### src/rtl/serial_paralelo_rx.sv
// Serial-to-byte receiver: finds COM (0xBC) alignment, then presents bytes.
// Optional SYNC_LOSS_EN: too many data bytes without COM drops back to SEARCH.
module serial_paralelo_rx #(
  parameter logic [7:0]  COM_SYMBOL   = 8'hBC,
  parameter int unsigned BC_COUNT     = 4,
  parameter int unsigned MAX_DATA_RUN = 64
) (
  input  logic       clk_32f,
  input  logic       reset,
  input  logic       data_in,
  output logic [7:0] data_out,
  output logic       valid_out,
  output logic       active,
  output logic       idle
);

  typedef enum logic [1:0] {
    S_SEARCH,
    S_SYNC,
    S_ACTIVE
  } state_t;

  state_t     state, state_n;
  logic [7:0] sr;
  logic [2:0] bit_cnt, bit_cnt_n;
  logic [3:0] bc_cnt, bc_cnt_n;
  logic [7:0] data_n;
  logic       valid_n, idle_n;
  logic       is_com, boundary, bc_done, drop;

  if (BC_COUNT < 2 || BC_COUNT > 15) begin : g_bad_bc
    $error("BC_COUNT out of range 2..15");
  end
  if (MAX_DATA_RUN < 1 || MAX_DATA_RUN > 255) begin : g_bad_run
    $error("MAX_DATA_RUN out of range 1..255");
  end

  assign is_com   = (sr == COM_SYMBOL);
  assign boundary = (bit_cnt == 3'd0) && (state != S_SEARCH);
  assign bc_done  = (({1'b0, bc_cnt} + 5'd1) == 5'(BC_COUNT));

`ifdef SYNC_LOSS_EN
  logic [7:0] run_cnt, run_cnt_n;

  assign drop = boundary && (state == S_ACTIVE) && !is_com &&
                (({1'b0, run_cnt} + 9'd1) > 9'(MAX_DATA_RUN));

  always_comb begin
    run_cnt_n = run_cnt;
    if (state != S_ACTIVE || drop)
      run_cnt_n = '0;
    else if (boundary)
      run_cnt_n = is_com ? 8'd0 : run_cnt + 8'd1;
  end

  always_ff @(posedge clk_32f) begin
    if (reset) run_cnt <= '0;
    else       run_cnt <= run_cnt_n;
  end
`else
  assign drop = 1'b0;
`endif

  always_comb begin
    state_n   = state;
    bit_cnt_n = bit_cnt + 3'd1;
    bc_cnt_n  = bc_cnt;
    unique case (state)
      S_SEARCH: begin
        bit_cnt_n = 3'd0;
        // sr already holds the first COM, so the next boundary is 8 edges on
        if (is_com) begin
          state_n   = S_SYNC;
          bit_cnt_n = 3'd1;
          bc_cnt_n  = 4'd1;
        end
      end
      S_SYNC: begin
        if (boundary && !is_com) begin
          state_n   = S_SEARCH;
          bit_cnt_n = 3'd0;
          bc_cnt_n  = 4'd0;
        end else if (boundary) begin
          if (bc_cnt != 4'hF) bc_cnt_n = bc_cnt + 4'd1;
          if (bc_done) state_n = S_ACTIVE;
        end
      end
      S_ACTIVE: begin
        if (drop) begin
          state_n   = S_SEARCH;
          bit_cnt_n = 3'd0;
          bc_cnt_n  = 4'd0;
        end
      end
      default: state_n = S_SEARCH;
    endcase
  end

  always_comb begin
    data_n  = data_out;
    valid_n = 1'b0;
    idle_n  = 1'b0;
    if (state == S_ACTIVE && !drop) begin
      valid_n = valid_out;
      idle_n  = idle;
      if (boundary) begin
        data_n  = sr;
        valid_n = !is_com;
        idle_n  = is_com;
      end
    end
  end

  always_ff @(posedge clk_32f) begin
    if (reset) begin
      state     <= S_SEARCH;
      sr        <= '0;
      bit_cnt   <= '0;
      bc_cnt    <= '0;
      data_out  <= '0;
      valid_out <= 1'b0;
      idle      <= 1'b0;
      active    <= 1'b0;
    end else begin
      state     <= state_n;
      sr        <= {sr[6:0], data_in};
      bit_cnt   <= bit_cnt_n;
      bc_cnt    <= bc_cnt_n;
      data_out  <= data_n;
      valid_out <= valid_n;
      idle      <= idle_n;
      active    <= (state_n == S_ACTIVE);
    end
  end

endmodule

### config.mk
export PLATFORM = sky130hd
export DESIGN_NAME = serial_paralelo_rx
export DESIGN_NICKNAME = d
export VERILOG_FILES = /design/src/rtl/serial_paralelo_rx.sv
export SDC_FILE = /design/constraint.sdc
export NUM_CORES = 1
export LEC_CHECK = 0
export CORE_MARGIN = 1.5
export CORE_UTILIZATION = 40
export CTS_BUF_LIST = sky130_fd_sc_hd__clkbuf_8
export DETAILED_ROUTE_END_ITERATION = 7
export MAX_ROUTING_LAYER = met4
export PLACE_DENSITY = 0.61
export SYNTH_ARGS = -nofsm -noshare
export SYNTH_HDL_FRONTEND = slang
export SYNTH_SLANG_ARGS = --single-unit
### constraint.sdc
create_clock -name clk_32f -period 2 [get_ports clk_32f]
set_input_delay 0.5 -clock clk_32f [delete_from_list [all_inputs] [get_ports clk_32f]]
set_output_delay 0.5 -clock clk_32f [all_outputs]
set_load 0.02 [all_outputs]
==> impl_table.tex, run 1 <==
\begin{tabular}{lr}
\hline
Metric & Value \\
\hline
\multicolumn{2}{l}{\textbf{Logic synthesis}} \\
\quad Gate count after technology mapping & 115 \\
\quad Dominant combinational cell family by area after synthesis & simple AND/OR/NAND/NOR gates \\
\quad Synthesized-area fraction occupied by adder cells & 3.275\% \\
\quad Parity-gate share of the synthesized area counting xor and xnor cells & 1.528\% \\
\quad Summed instance area of the synthesized netlist & 0.001146 mm² \\
\quad Number of synthesized register bits & 28 \\
\quad Post-synthesis share of cell area spent on and, or, nand and nor gates & 25.98\% \\
\quad Most instantiated flip-flop cell in the synthesis netlist & sky130\_fd\_sc\_hd\_\_dfxtp\_1 \\
\quad EDFF count, synth & 0 \\
\quad Sequential share of the synthesized area & 48.91\% \\
\quad Fraction of registers with async set/reset & 0\% \\
\quad Area fraction in compound gates after synthesis & 10.15\% \\
\quad Avg Synthesized Cell Area & 9.966 µm² \\
\quad Multiplexer share of the synthesized area & 7.860\% \\
\quad Post-Synthesis Net Count & 121 \\
\quad Distinct cell type count of the synthesized netlist & 33 \\
\quad Synth Warn \# & 0 \\
\multicolumn{2}{l}{\textbf{Worst setup path}} \\
\quad Crit path buffers/inverters & 1 \\
\quad Cell class contributing the biggest share of worst-path delay & buffers and inverters \\
\quad Critical Path Slowest Stage Cell & sky130\_fd\_sc\_hd\_\_clkdlybuf4s50\_1 \\
\quad RR Startpoint & bit\_cnt[0] \\
\quad Worst path cell trace & clkdlybuf4s50\_1 \\
\quad Path type of the worst setup path & reg -> out \\
\quad Worst Path Required & 1500 ps \\
\quad Critical-path maximum fanout & 2 \\
\quad Setup crit start kind & register \\
\quad Launching instance or port of the critical path & data\_out[6] \\
\quad Crit end category & output port \\
\quad Maximum cell stage delay along the critical path & 610 ps \\
\quad Arrival time of the worst setup path & 1220 ps \\
\multicolumn{2}{l}{\textbf{Global route}} \\
\quad Antenna violations before repair & 0 \\
\quad Via count of the first global-routing pass & 848 \\
\quad Residual overflow from global routing & 0 \\
\quad Total routing usage reported by global routing & 14.34\% \\
\quad Maximum number of pins on one net before global-route repair & 17 \\
\quad First-pass GRT wire length & 3553 µm \\
\multicolumn{2}{l}{\textbf{STA}} \\
\quad Hold violation count in the final report & 0 \\
\quad Max-slew violation count & 0 \\
\quad RSZ-0062 raised after global routing & no \\
\quad Fin worst setup slack & 284.7 ps \\
\quad Final count of negative-setup-slack endpoints & 0 \\
\quad Post-route clock skew & 5.123 ps \\
\quad Measured slew at the worst slew-check pin & 521.8 ps \\
\quad Final worst path period share & 85.76\% \\
\quad Fin crit period & 1715 ps \\
\quad Slew headroom & 65.18\% \\
\quad Total negative slack for setup checks & 0 ps \\
\quad Min Hold Slack & 481.9 ps \\
\quad Achievable frequency & 583.0 MHz \\
\multicolumn{2}{l}{\textbf{Route}} \\
\quad DR DRC count & 0 \\
\quad ANT nets after route & 0 \\
\quad Total vias in the final route & 856 \\
\quad Final routed wire length divided by cell count & 12.78 µm \\
\quad First-pass iteration count of the detailed router & 4 \\
\quad Routed WL & 2058 µm \\
\quad Detailed-route vias per instance & 5.317 \\
\quad Iteration-0 DRC Markers & 28 \\
\multicolumn{2}{l}{\textbf{Die}} \\
\quad Number of ports placed on the die boundary & 14 \\
\quad Core outline area & 0.002734 mm² \\
\quad Die width & 56.53 µm \\
\quad Area of the die & 0.003196 mm² \\
\quad Starting density of the core & 41.92\% \\
\quad Row cnt & 19 \\
\quad Vert. Die Dim & 56.53 µm \\
\multicolumn{2}{l}{\textbf{Clock network}} \\
\quad Latest clock arrival within the worst-skew pair & 270 ps \\
\quad Post-CTS sizing & 0 \\
\quad Clock buffer depth & 2 \\
\quad CTS tree & built \\
\quad Cts hold-fix bufs & 0 \\
\quad Clock root cell & sky130\_fd\_sc\_hd\_\_clkbuf\_8 \\
\quad Post-CTS setup repair buffer count & 0 \\
\quad Number of buffers inserted during clock tree synthesis & 3 \\
\quad Deepest level of the CTS H-tree & 1 \\
\quad Sink count of the clock tree & 28 \\
\quad Clock Pin Slew Worst Setup and Hold Paths & 90 ps \\
\multicolumn{2}{l}{\textbf{Job}} \\
\quad Number of max-cap violations & 0 \\
\multicolumn{2}{l}{\textbf{Power}} \\
\quad Static Leakage & 0.5003 nW \\
\quad Worst vdd ir & 0.4394 mV \\
\quad Total power divided by cell area & 645.3 mW/mm² \\
\multicolumn{2}{l}{\textbf{Cells and area}} \\
\quad Fraction of final layout cells with drive strength greater than 1 & 9.231\% \\
\quad Leading cell type in the layout, fill and taps excluded & sky130\_fd\_sc\_hd\_\_dfxtp\_1 \\
\quad Area added between synthesis and finish & 18.67\% \\
\quad \# fillers & 256 \\
\quad Total area of multi-input combinational cells & 559.3 µm² \\
\quad Top library cells by usage in the layout, fill and taps aside & sky130\_fd\_sc\_hd\_\_dfxtp\_1, sky130\_fd\_sc\_hd\_\_clkdlybuf4s50\_1, sky130\_fd\_sc\_hd\_\_nor2\_1 \\
\quad Final antenna diode count & 0 \\
\quad Post-layout net count & 138 \\
\quad Flip-flop and latch area & 560.5 µm² \\
\multicolumn{2}{l}{\textbf{Hold path}} \\
\quad HP Start & sr[1] \\
\quad Min-delay worst type & reg -> reg \\
\multicolumn{2}{l}{\textbf{Placed design}} \\
\quad DP Worst Slack & 423.2 ps \\
\quad RD Place Congestion & 0.7191 \\
\quad Count of buffers from port buffering & 13 \\
\quad Post-detailed-placement half-perimeter wirelength & 1481 µm \\
\multicolumn{2}{l}{\textbf{Status}} \\
\quad Outcome & finished clean \\
\hline
\end{tabular}
Yosys cell counts, types with 2 or more instances:
cell type                  number  share of area, %
sky130_fd_sc_hd__nor3b_1        2               1.3
sky130_fd_sc_hd__nand3_1        3               1.3
sky130_fd_sc_hd__nor2b_1       10               5.5
sky130_fd_sc_hd__inv_1          4               1.3
sky130_fd_sc_hd__nand4_1        2               1.1
sky130_fd_sc_hd__mux2i_1        9               7.9
sky130_fd_sc_hd__nand2b_1       3               1.6
sky130_fd_sc_hd__xnor2_1        2               1.5
sky130_fd_sc_hd__nor2_1        12               3.9
sky130_fd_sc_hd__o211ai_1       2               1.3
sky130_fd_sc_hd__nor3_1         3               1.3
sky130_fd_sc_hd__dfxtp_1       28                49
sky130_fd_sc_hd__ha_1           3               3.3
sky130_fd_sc_hd__clkbuf_1       2              0.66
sky130_fd_sc_hd__o21ai_0        2              0.87
sky130_fd_sc_hd__nand2_1        5               1.6
sky130_fd_sc_hd__a21oi_1        6               2.6
sky130_fd_sc_hd__nor4_1         2               1.1
power by group:
part	internal [W]	switching [W]	total (W)
logic	0.00000929	0.0000113	0.0000206
registers	0.000560	0.00000251	0.000563
clock network	0.000135	0.000160	0.000294
total	0.000704	0.000173	0.000878
sequential cells by signal, indices dropped and copies added (netlist names):
name,flops
idle,1
sr,8
state,2
active,1
bc_cnt,4
bit_cnt,3
valid_out,1
data_out,8
layout make-up:
| cell class | count | area share (%) |
|---|---|---|
| Sequential cell | 28 | 41.21 |
| Multi-Input combinational cell | 80 | 41.12 |
| Timing Repair Buffer | 15 | 10.67 |
| Clock buffer | 3 | 3.036 |
| Tap cell | 31 | 2.852 |
| Inverter | 4 | 1.104 |
logic make-up after synthesis:
| group | count (synthesis) |
|---|---|
| adder cells (fa/ha/maj) | 3 |
| AND/OR/NAND/NOR | 50 |
| AO/OA/AOI/OAI | 16 |
| XOR/XNOR | 2 |
| flip-flops | 28 |
| multiplexers | 9 |
| buffers and inverters | 7 |
final timing paths:
| path | cells after the start | end | slack, ps |
|---|---|---|---|
| worst min register to register | 1 | sr[2] | 480 |
| worst max-delay path | 1 | data_out[6] | 280 |
| worst min-delay path | 1 | sr[2] | 480 |
| worst max register to register | 6 | active | 430 |
routing by layer:
layer,GRT usage (%),up-vias,wire [µm]
li1,-,435,-
met2,22.26,16,957
met5,-,-,0
met4,4.082,0,14
met1,19.08,403,1014
met3,2.765,2,71
through the flow:
stage	utilization, %	cell area (µm²)	power, W	std cells
2_1_floorplan	-	1146	0.0005872	115
3_3_place_gp	48.24	1319	0.0005963	158
3_5_place_dp	48.24	1319	0.0005964	158
4_1_cts	49.75	1360	0.0008932	161
5_1_grt	49.75	1360	0.0009140	161
6_report	49.75	1360	0.0008776	161
(Power assumes the default switching activity.)
==> inputs of run 2 (changes only) <==
ABC_AREA = 1   (was default)
CORE_UTILIZATION = 41   (was 40)
==> run 2 against run 1 <==
Design area rose by 2.9%; first-iteration DRC count rose by 120%; hold slack got worse by 32 ps; cell count rose by 23%; sequential power barely moved; total power fell by 0.36%; maximum frequency fell by 0.81%; clock skew fell by 1.3 ps; via count rose by 7.4%; count of clock-buffer cells in the layout did not move.
==> impl_table.tex, run 2 <==
\begin{tabular}{lr}
\hline
Metric & Value \\
\hline
\multicolumn{2}{l}{\textbf{Cells and area}} \\
\quad Area added between synthesis and finish & 16.22\% \\
\quad Top library cells by usage in the layout, fill and taps aside & sky130\_fd\_sc\_hd\_\_dfxtp\_1, sky130\_fd\_sc\_hd\_\_nor2\_1, sky130\_fd\_sc\_hd\_\_nand2\_1 \\
\quad Post-layout net count & 175 \\
\quad Fraction of final layout cells with drive strength greater than 1 & 13.17\% \\
\quad Final antenna diode count & 0 \\
\quad Leading registers by flop count & data\_out x8, sr x8, bc\_cnt x4 \\
\quad Leading cell type in the layout, fill and taps excluded & sky130\_fd\_sc\_hd\_\_dfxtp\_1 \\
\multicolumn{2}{l}{\textbf{Power}} \\
\quad Total power divided by cell area & 625.1 mW/mm² \\
\quad Switch share & 19.68\% \\
\quad Static Leakage & 0.6021 nW \\
\quad Share of power burned in the clock network & 33.4\% \\
\quad Part of the power in combinational logic & 2.4\% \\
\quad Switch Pwr & 0.0001721 W \\
\quad Worst vdd ir & 0.4882 mV \\
\quad Cell internal pwr & 0.0007023 W \\
\quad Sequential cell fraction of total power & 64.2\% \\
\multicolumn{2}{l}{\textbf{Route}} \\
\quad First-pass iteration count of the detailed router & 4 \\
\quad Detailed-route vias per instance & 4.641 \\
\quad Final routed wire length divided by cell count & 10.95 µm \\
\quad ANT nets after route & 0 \\
\quad Total vias in the final route & 919 \\
\quad Iteration-0 DRC Markers & 62 \\
\quad Routed WL & 2168 µm \\
\quad DR DRC count & 0 \\
\multicolumn{2}{l}{\textbf{Worst setup path}} \\
\quad Launching instance or port of the critical path & data\_out[6] \\
\quad Critical Path Slowest Stage Cell & sky130\_fd\_sc\_hd\_\_clkdlybuf4s50\_1 \\
\quad Path type of the worst setup path & reg -> out \\
\quad Worst Path Required & 1500 ps \\
\quad Logic depth of the worst setup path including buffers & 1 \\
\quad RR Startpoint & bit\_cnt[0] \\
\quad Maximum cell stage delay along the critical path & 610 ps \\
\quad Crit end category & output port \\
\quad Crit path buffers/inverters & 1 \\
\quad Arrival time of the worst setup path & 1230 ps \\
\quad End of the critical path & data\_out[6] \\
\quad Cell class contributing the biggest share of worst-path delay & buffers and inverters \\
\quad Reg-to-reg setup timing slack & 520 ps \\
\quad Critical-path maximum fanout & 2 \\
\quad Logic depth of the worst register-to-register path & 13 \\
\quad Endpoint of the most critical register-to-register path & bit\_cnt[0] \\
\quad Worst path cell trace & clkdlybuf4s50\_1 \\
\quad Setup crit start kind & register \\
\multicolumn{2}{l}{\textbf{Clock network}} \\
\quad Sink count of the clock tree & 28 \\
\quad Deepest level of the CTS H-tree & 1 \\
\quad Post-CTS sizing & 0 \\
\quad Number of buffers inserted during clock tree synthesis & 3 \\
\quad Clock Pin Slew Worst Setup and Hold Paths & 80 ps \\
\quad Cts hold-fix bufs & 0 \\
\quad Clock buffer depth & 2 \\
\quad Post-CTS setup repair buffer count & 0 \\
\quad Clock root cell & sky130\_fd\_sc\_hd\_\_clkbuf\_8 \\
\quad Latest clock arrival within the worst-skew pair & 270 ps \\
\quad CTS tree & built \\
\multicolumn{2}{l}{\textbf{Logic synthesis}} \\
\quad Area fraction in compound gates after synthesis & 10.71\% \\
\quad Multiplexer share of the synthesized area & 0\% \\
\quad Fraction of registers with async set/reset & 0\% \\
\quad Synthesized-area fraction occupied by adder cells & 3.119\% \\
\quad Share of the synthesized area in the top cell type & 46.57\% \\
\quad Top cell types by occurrence after synthesis & sky130\_fd\_sc\_hd\_\_dfxtp\_1, sky130\_fd\_sc\_hd\_\_nor2\_1, sky130\_fd\_sc\_hd\_\_nand2\_1 \\
\quad Most frequent cell after synthesis & sky130\_fd\_sc\_hd\_\_dfxtp\_1 \\
\quad Gate count after technology mapping & 153 \\
\quad Parity-gate share of the synthesized area counting xor and xnor cells & 1.455\% \\
\quad Avg Synthesized Cell Area & 7.867 µm² \\
\quad EDFF count, synth & 0 \\
\quad Most instantiated flip-flop cell in the synthesis netlist & sky130\_fd\_sc\_hd\_\_dfxtp\_1 \\
\quad Synth Warn \# & 0 \\
\quad Cell types occupying the most area after synthesis & sky130\_fd\_sc\_hd\_\_dfxtp\_1, sky130\_fd\_sc\_hd\_\_nor2\_1, sky130\_fd\_sc\_hd\_\_nand2\_1 \\
\quad Post-synthesis share of cell area spent on and, or, nand and nor gates & 28.79\% \\
\quad Summed instance area of the synthesized netlist & 0.001204 mm² \\
\quad Number of synthesized register bits & 28 \\
\quad Sequential share of the synthesized area & 46.57\% \\
\quad Post-Synthesis Net Count & 159 \\
\quad Synth area leader & sky130\_fd\_sc\_hd\_\_dfxtp\_1 \\
\quad Distinct cell type count of the synthesized netlist & 22 \\
\quad Dominant combinational cell family by area after synthesis & simple AND/OR/NAND/NOR gates \\
\multicolumn{2}{l}{\textbf{Global route}} \\
\quad Total routing usage reported by global routing & 15.53\% \\
\quad Maximum number of pins on one net before global-route repair & 16 \\
\quad First-pass GRT wire length & 3884 µm \\
\quad Antenna violations before repair & 0 \\
\quad Via count of the first global-routing pass & 937 \\
\quad Residual overflow from global routing & 0 \\
\multicolumn{2}{l}{\textbf{STA}} \\
\quad Total negative slack for setup checks & 0 ps \\
\quad Min Hold Slack & 450.1 ps \\
\quad Final worst path period share & 86.47\% \\
\quad Measured slew at the worst slew-check pin & 495.8 ps \\
\quad Achievable frequency & 578.3 MHz \\
\quad Max-slew violation count & 0 \\
\quad Hold violation count in the final report & 0 \\
\quad Fin crit period & 1729 ps \\
\quad Post-route clock skew & 3.837 ps \\
\quad RSZ-0062 raised after global routing & no \\
\quad Final count of negative-setup-slack endpoints & 0 \\
\quad Slew headroom & 66.91\% \\
\multicolumn{2}{l}{\textbf{Placed design}} \\
\quad Count of buffers from port buffering & 13 \\
\quad Post-detailed-placement half-perimeter wirelength & 1623 µm \\
\quad RD Place Congestion & 0.8418 \\
\multicolumn{2}{l}{\textbf{Die}} \\
\quad Row cnt & 19 \\
\quad Vert. Die Dim & 57.18 µm \\
\quad Number of ports placed on the die boundary & 14 \\
\quad Area of the die & 0.003270 mm² \\
\quad Starting density of the core & 43.27\% \\
\quad Core outline area & 0.002781 mm² \\
\quad Die width & 57.18 µm \\
\multicolumn{2}{l}{\textbf{Hold path}} \\
\quad Min-delay worst type & reg -> reg \\
\quad Hold path depth & 2 \\
\multicolumn{2}{l}{\textbf{Job}} \\
\quad Number of max-cap violations & 0 \\
\multicolumn{2}{l}{\textbf{Status}} \\
\quad Outcome & finished clean \\
\hline
\end{tabular}
==> run 2: cell types whose count changed in the layout (fill, tap and decap cells not counted), moves of 3 or more <==
cell and change:
sky130_fd_sc_hd__inv_1 +17, sky130_fd_sc_hd__inv_2 +3, sky130_fd_sc_hd__mux2i_1 -9, sky130_fd_sc_hd__nand2_1 +21, sky130_fd_sc_hd__nand2_4 +4, sky130_fd_sc_hd__nand2b_1 -3, sky130_fd_sc_hd__nand3_1 +3, sky130_fd_sc_hd__nor2_1 +15
sky130_fd_sc_hd__nor2b_1 -10, sky130_fd_sc_hd__o21ai_0 +7
==> run 2: logic make-up (layout without fill, tap and decap cells) <==
logic type | count (synthesis) | count (layout)
AO/OA/AOI/OAI | 22 | 22
adder cells (fa/ha/maj) | 3 | 3
XOR/XNOR | 2 | 2
flip-flops | 28 | 28
buffers and inverters | 27 | 41
AND/OR/NAND/NOR | 71 | 71
==> run 2: per-layer routing <==
metal / up-vias / wire length, µm / track usage (%)
met2: 6 / 1131 / 26.77
met3: 2 / 30 / 2.721
met1: 417 / 990 / 17.50
li1: 494 / - / -
met5: - / 0 / -
met4: 0 / 14 / 6.977
==> run 2: area by class of cell <==
type / count / area, µm²
clock buffers: 3 / 41.29
fillers: 271 / 1383
inverters: 24 / 90.09
multi-input cells: 98 / 530.5
flip-flops and latches: 28 / 560.5
well taps: 31 / 38.79
repair buffers: 14 / 137.6
==> run 2: metrics by stage <==
step / cells / power, W / area [µm²] / utilization [%] / setup WS (ps)
floorplan: 153 / 0.0005869 / 1204 / - / 673.4
global placement: 195 / 0.0005952 / 1358 / 48.81 / 355.9
detailed placement: 195 / 0.0005954 / 1358 / 48.81 / 282.9
CTS: 198 / 0.0008898 / 1399 / 50.29 / 252.1
global route: 198 / 0.0009125 / 1399 / 50.29 / 207.5
finish: 198 / 0.0008744 / 1399 / 50.29 / 270.7
==> run 2: worst min-delay path by stage <==
stage / slack (ps) / start / endpoint
floorplan: 420 / sr[4] / sr[5]
global placement: 440 / sr[4] / sr[5]
detailed placement: 440 / sr[4] / sr[5]
CTS: 450 / sr[4] / sr[5]
global route: 480 / sr[4] / sr[5]
finish: 450 / sr[4] / sr[5]
==> run 2: power by group through the flow <==
stage / registers [W] / clock network, W / logic [W]
floorplan: 0.000574 / 0 / 0.0000127
global placement: 0.000574 / 0 / 0.0000208
detailed placement: 0.000575 / 0 / 0.0000209
CTS: 0.000561 / 0.000307 / 0.0000209
global route: 0.000562 / 0.000328 / 0.0000228
finish: 0.000561 / 0.000292 / 0.0000207
==> inputs of run 3 (changes only) <==
CORE_UTILIZATION = 40   (was 41)
PLACE_DENSITY = 0.6   (was 0.61)
==> run 3 against run 2 <==
Via count increased by 0.65%; maximum frequency about the same; count of clock-buffer cells in the layout unchanged; die area increased by 2.4%; clock skew decreased by 2.5 ps.
==> impl_table.tex, run 3 (synthesis results as in run 2) <==
\begin{tabular}{lr}
\hline
Metric & Value \\
\hline
\multicolumn{2}{l}{\textbf{Status}} \\
\quad Outcome & finished clean \\
\multicolumn{2}{l}{\textbf{Cells and area}} \\
\quad Final antenna diode count & 0 \\
\quad Fraction of final layout cells with drive strength greater than 1 & 13.17\% \\
\quad Area added between synthesis and finish & 16.22\% \\
\quad Leading cell type in the layout, fill and taps excluded & sky130\_fd\_sc\_hd\_\_dfxtp\_1 \\
\quad Leading registers by flop count & data\_out x8, sr x8, bc\_cnt x4 \\
\quad Post-layout net count & 175 \\
\quad Top library cells by usage in the layout, fill and taps aside & sky130\_fd\_sc\_hd\_\_dfxtp\_1, sky130\_fd\_sc\_hd\_\_nor2\_1, sky130\_fd\_sc\_hd\_\_nand2\_1 \\
\multicolumn{2}{l}{\textbf{Worst setup path}} \\
\quad Critical Path Slowest Stage Cell & sky130\_fd\_sc\_hd\_\_clkdlybuf4s50\_1 \\
\quad Maximum cell stage delay along the critical path & 610 ps \\
\quad Worst path cell trace & clkdlybuf4s50\_1 \\
\quad Logic depth of the worst register-to-register path & 13 \\
\quad Cell class contributing the biggest share of worst-path delay & buffers and inverters \\
\quad Setup crit start kind & register \\
\quad Arrival time of the worst setup path & 1230 ps \\
\quad Endpoint of the most critical register-to-register path & bit\_cnt[0] \\
\quad Critical-path maximum fanout & 2 \\
\quad Path type of the worst setup path & reg -> out \\
\quad Crit end category & output port \\
\quad RR Startpoint & bit\_cnt[0] \\
\quad Crit path buffers/inverters & 1 \\
\quad Reg-to-reg setup timing slack & 510 ps \\
\quad Worst Path Required & 1500 ps \\
\multicolumn{2}{l}{\textbf{Global route}} \\
\quad Maximum number of pins on one net before global-route repair & 16 \\
\quad Residual overflow from global routing & 0 \\
\quad Via count of the first global-routing pass & 939 \\
\quad Antenna violations before repair & 0 \\
\quad First-pass GRT wire length & 3912 µm \\
\quad Total routing usage reported by global routing & 15.57\% \\
\multicolumn{2}{l}{\textbf{Hold path}} \\
\quad HP Start & sr[1] \\
\quad Min-delay worst type & reg -> reg \\
\quad Hold path depth & 2 \\
\quad End point of the most critical hold path & sr[2] \\
\multicolumn{2}{l}{\textbf{Clock network}} \\
\quad Post-CTS setup repair buffer count & 0 \\
\quad Sink count of the clock tree & 28 \\
\quad Deepest level of the CTS H-tree & 1 \\
\quad CTS tree & built \\
\quad Latest clock arrival within the worst-skew pair & 270 ps \\
\quad Number of buffers inserted during clock tree synthesis & 3 \\
\quad Cts hold-fix bufs & 0 \\
\quad Clock buffer depth & 2 \\
\quad Post-CTS sizing & 0 \\
\quad Clock root cell & sky130\_fd\_sc\_hd\_\_clkbuf\_8 \\
\quad Clock Pin Slew Worst Setup and Hold Paths & 90 ps \\
\multicolumn{2}{l}{\textbf{STA}} \\
\quad Achievable frequency & 577.7 MHz \\
\quad Fin crit period & 1731 ps \\
\quad Min Hold Slack & 463.9 ps \\
\quad Total negative slack for setup checks & 0 ps \\
\quad Hold violation count in the final report & 0 \\
\quad Slew headroom & 67.27\% \\
\quad Final count of negative-setup-slack endpoints & 0 \\
\quad RSZ-0062 raised after global routing & no \\
\quad Measured slew at the worst slew-check pin & 490.5 ps \\
\quad Post-route clock skew & 1.350 ps \\
\quad Max-slew violation count & 0 \\
\quad Final worst path period share & 86.55\% \\
\multicolumn{2}{l}{\textbf{Route}} \\
\quad ANT nets after route & 0 \\
\quad DR DRC count & 0 \\
\quad Routed WL & 2196 µm \\
\quad Total vias in the final route & 925 \\
\quad First-pass iteration count of the detailed router & 4 \\
\quad Detailed-route vias per instance & 4.672 \\
\quad Iteration-0 DRC Markers & 43 \\
\quad Final routed wire length divided by cell count & 11.09 µm \\
\multicolumn{2}{l}{\textbf{Placed design}} \\
\quad Post-detailed-placement half-perimeter wirelength & 1646 µm \\
\quad Count of buffers from port buffering & 13 \\
\quad RD Place Congestion & 0.8464 \\
\multicolumn{2}{l}{\textbf{Power}} \\
\quad Total power divided by cell area & 626.7 mW/mm² \\
\quad Worst vdd ir & 0.3723 mV \\
\quad Static Leakage & 0.6021 nW \\
\multicolumn{2}{l}{\textbf{Die}} \\
\quad Area of the die & 0.003347 mm² \\
\quad Starting density of the core & 42.91\% \\
\quad Vert. Die Dim & 57.86 µm \\
\quad Die width & 57.86 µm \\
\quad Number of ports placed on the die boundary & 14 \\
\quad Row cnt & 19 \\
\quad Core outline area & 0.002805 mm² \\
\multicolumn{2}{l}{\textbf{Job}} \\
\quad Number of max-cap violations & 0 \\
\hline
\end{tabular}
run 3: power breakdown:
part / leakage, nW / internal [W] / switching (W)
clock: 0.0216 / 0.000135 / 0.000160
combinational: 0.355 / 0.00000740 / 0.0000132
sequential: 0.226 / 0.000560 / 0.00000128
total: 0.602 / 0.000702 / 0.000174
run 3: cell type report:
cell class	count	area (µm²)
fillers	294	1406
multi-input cells	98	530.5
well taps	31	38.79
clock buffers	3	41.29
repair buffers	14	137.6
flip-flops and latches	28	560.5
inverters	24	90.09
run 3: metrics by stage:
stage | area [µm²] | utilization [%] | setup slack [ps] | total power, W | std cells
floorplan | 1204 | - | 673.4 | 0.0005869 | 153
global placement | 1358 | 48.39 | 352.9 | 0.0005952 | 195
detailed placement | 1358 | 48.39 | 256.7 | 0.0005960 | 195
CTS | 1399 | 49.87 | 251.3 | 0.0008928 | 198
global route | 1399 | 49.87 | 215.7 | 0.0009169 | 198
finish | 1399 | 49.87 | 269.1 | 0.0008767 | 198
run 3: worst max-delay path by stage:
| stage | slack [ps] | startpoint | endpoint | cells after the start |
|---|---|---|---|---|
| 2_1_floorplan | 670 | bit_cnt[0] | bit_cnt[0] | 13 |
| 3_3_place_gp | 350 | reset | data_out[0] | 4 |
| 3_5_place_dp | 260 | reset | data_out[1] | 4 |
| 4_1_cts | 250 | data_out[5] | data_out[5] | 1 |
| 5_1_grt | 220 | data_out[6] | data_out[6] | 1 |
| 6_report | 270 | data_out[5] | data_out[5] | 1 |
run 3: routing by layer:
layer	vias to the layer above	wire length (µm)	track usage [%]
met4	0	21	5.980
met5	-	0	-
met2	10	1119	26.79
met1	420	1009	18.03
met3	2	45	2.679
li1	493	-	-
run 3: worst reg2reg max path: stages (launching register included):
cell,delay (ps)
sky130_fd_sc_hd__dfxtp_1,320
sky130_fd_sc_hd__inv_1,80
sky130_fd_sc_hd__ha_1,140
sky130_fd_sc_hd__inv_1,40
sky130_fd_sc_hd__nor2_2,130
sky130_fd_sc_hd__inv_2,110
sky130_fd_sc_hd__nor2_4,120
sky130_fd_sc_hd__nand2_4,100
sky130_fd_sc_hd__nand2_4,80
sky130_fd_sc_hd__nand2_1,80
sky130_fd_sc_hd__nand2_1,60
sky130_fd_sc_hd__nand2_1,40
sky130_fd_sc_hd__nand2_1,50
sky130_fd_sc_hd__inv_1,50
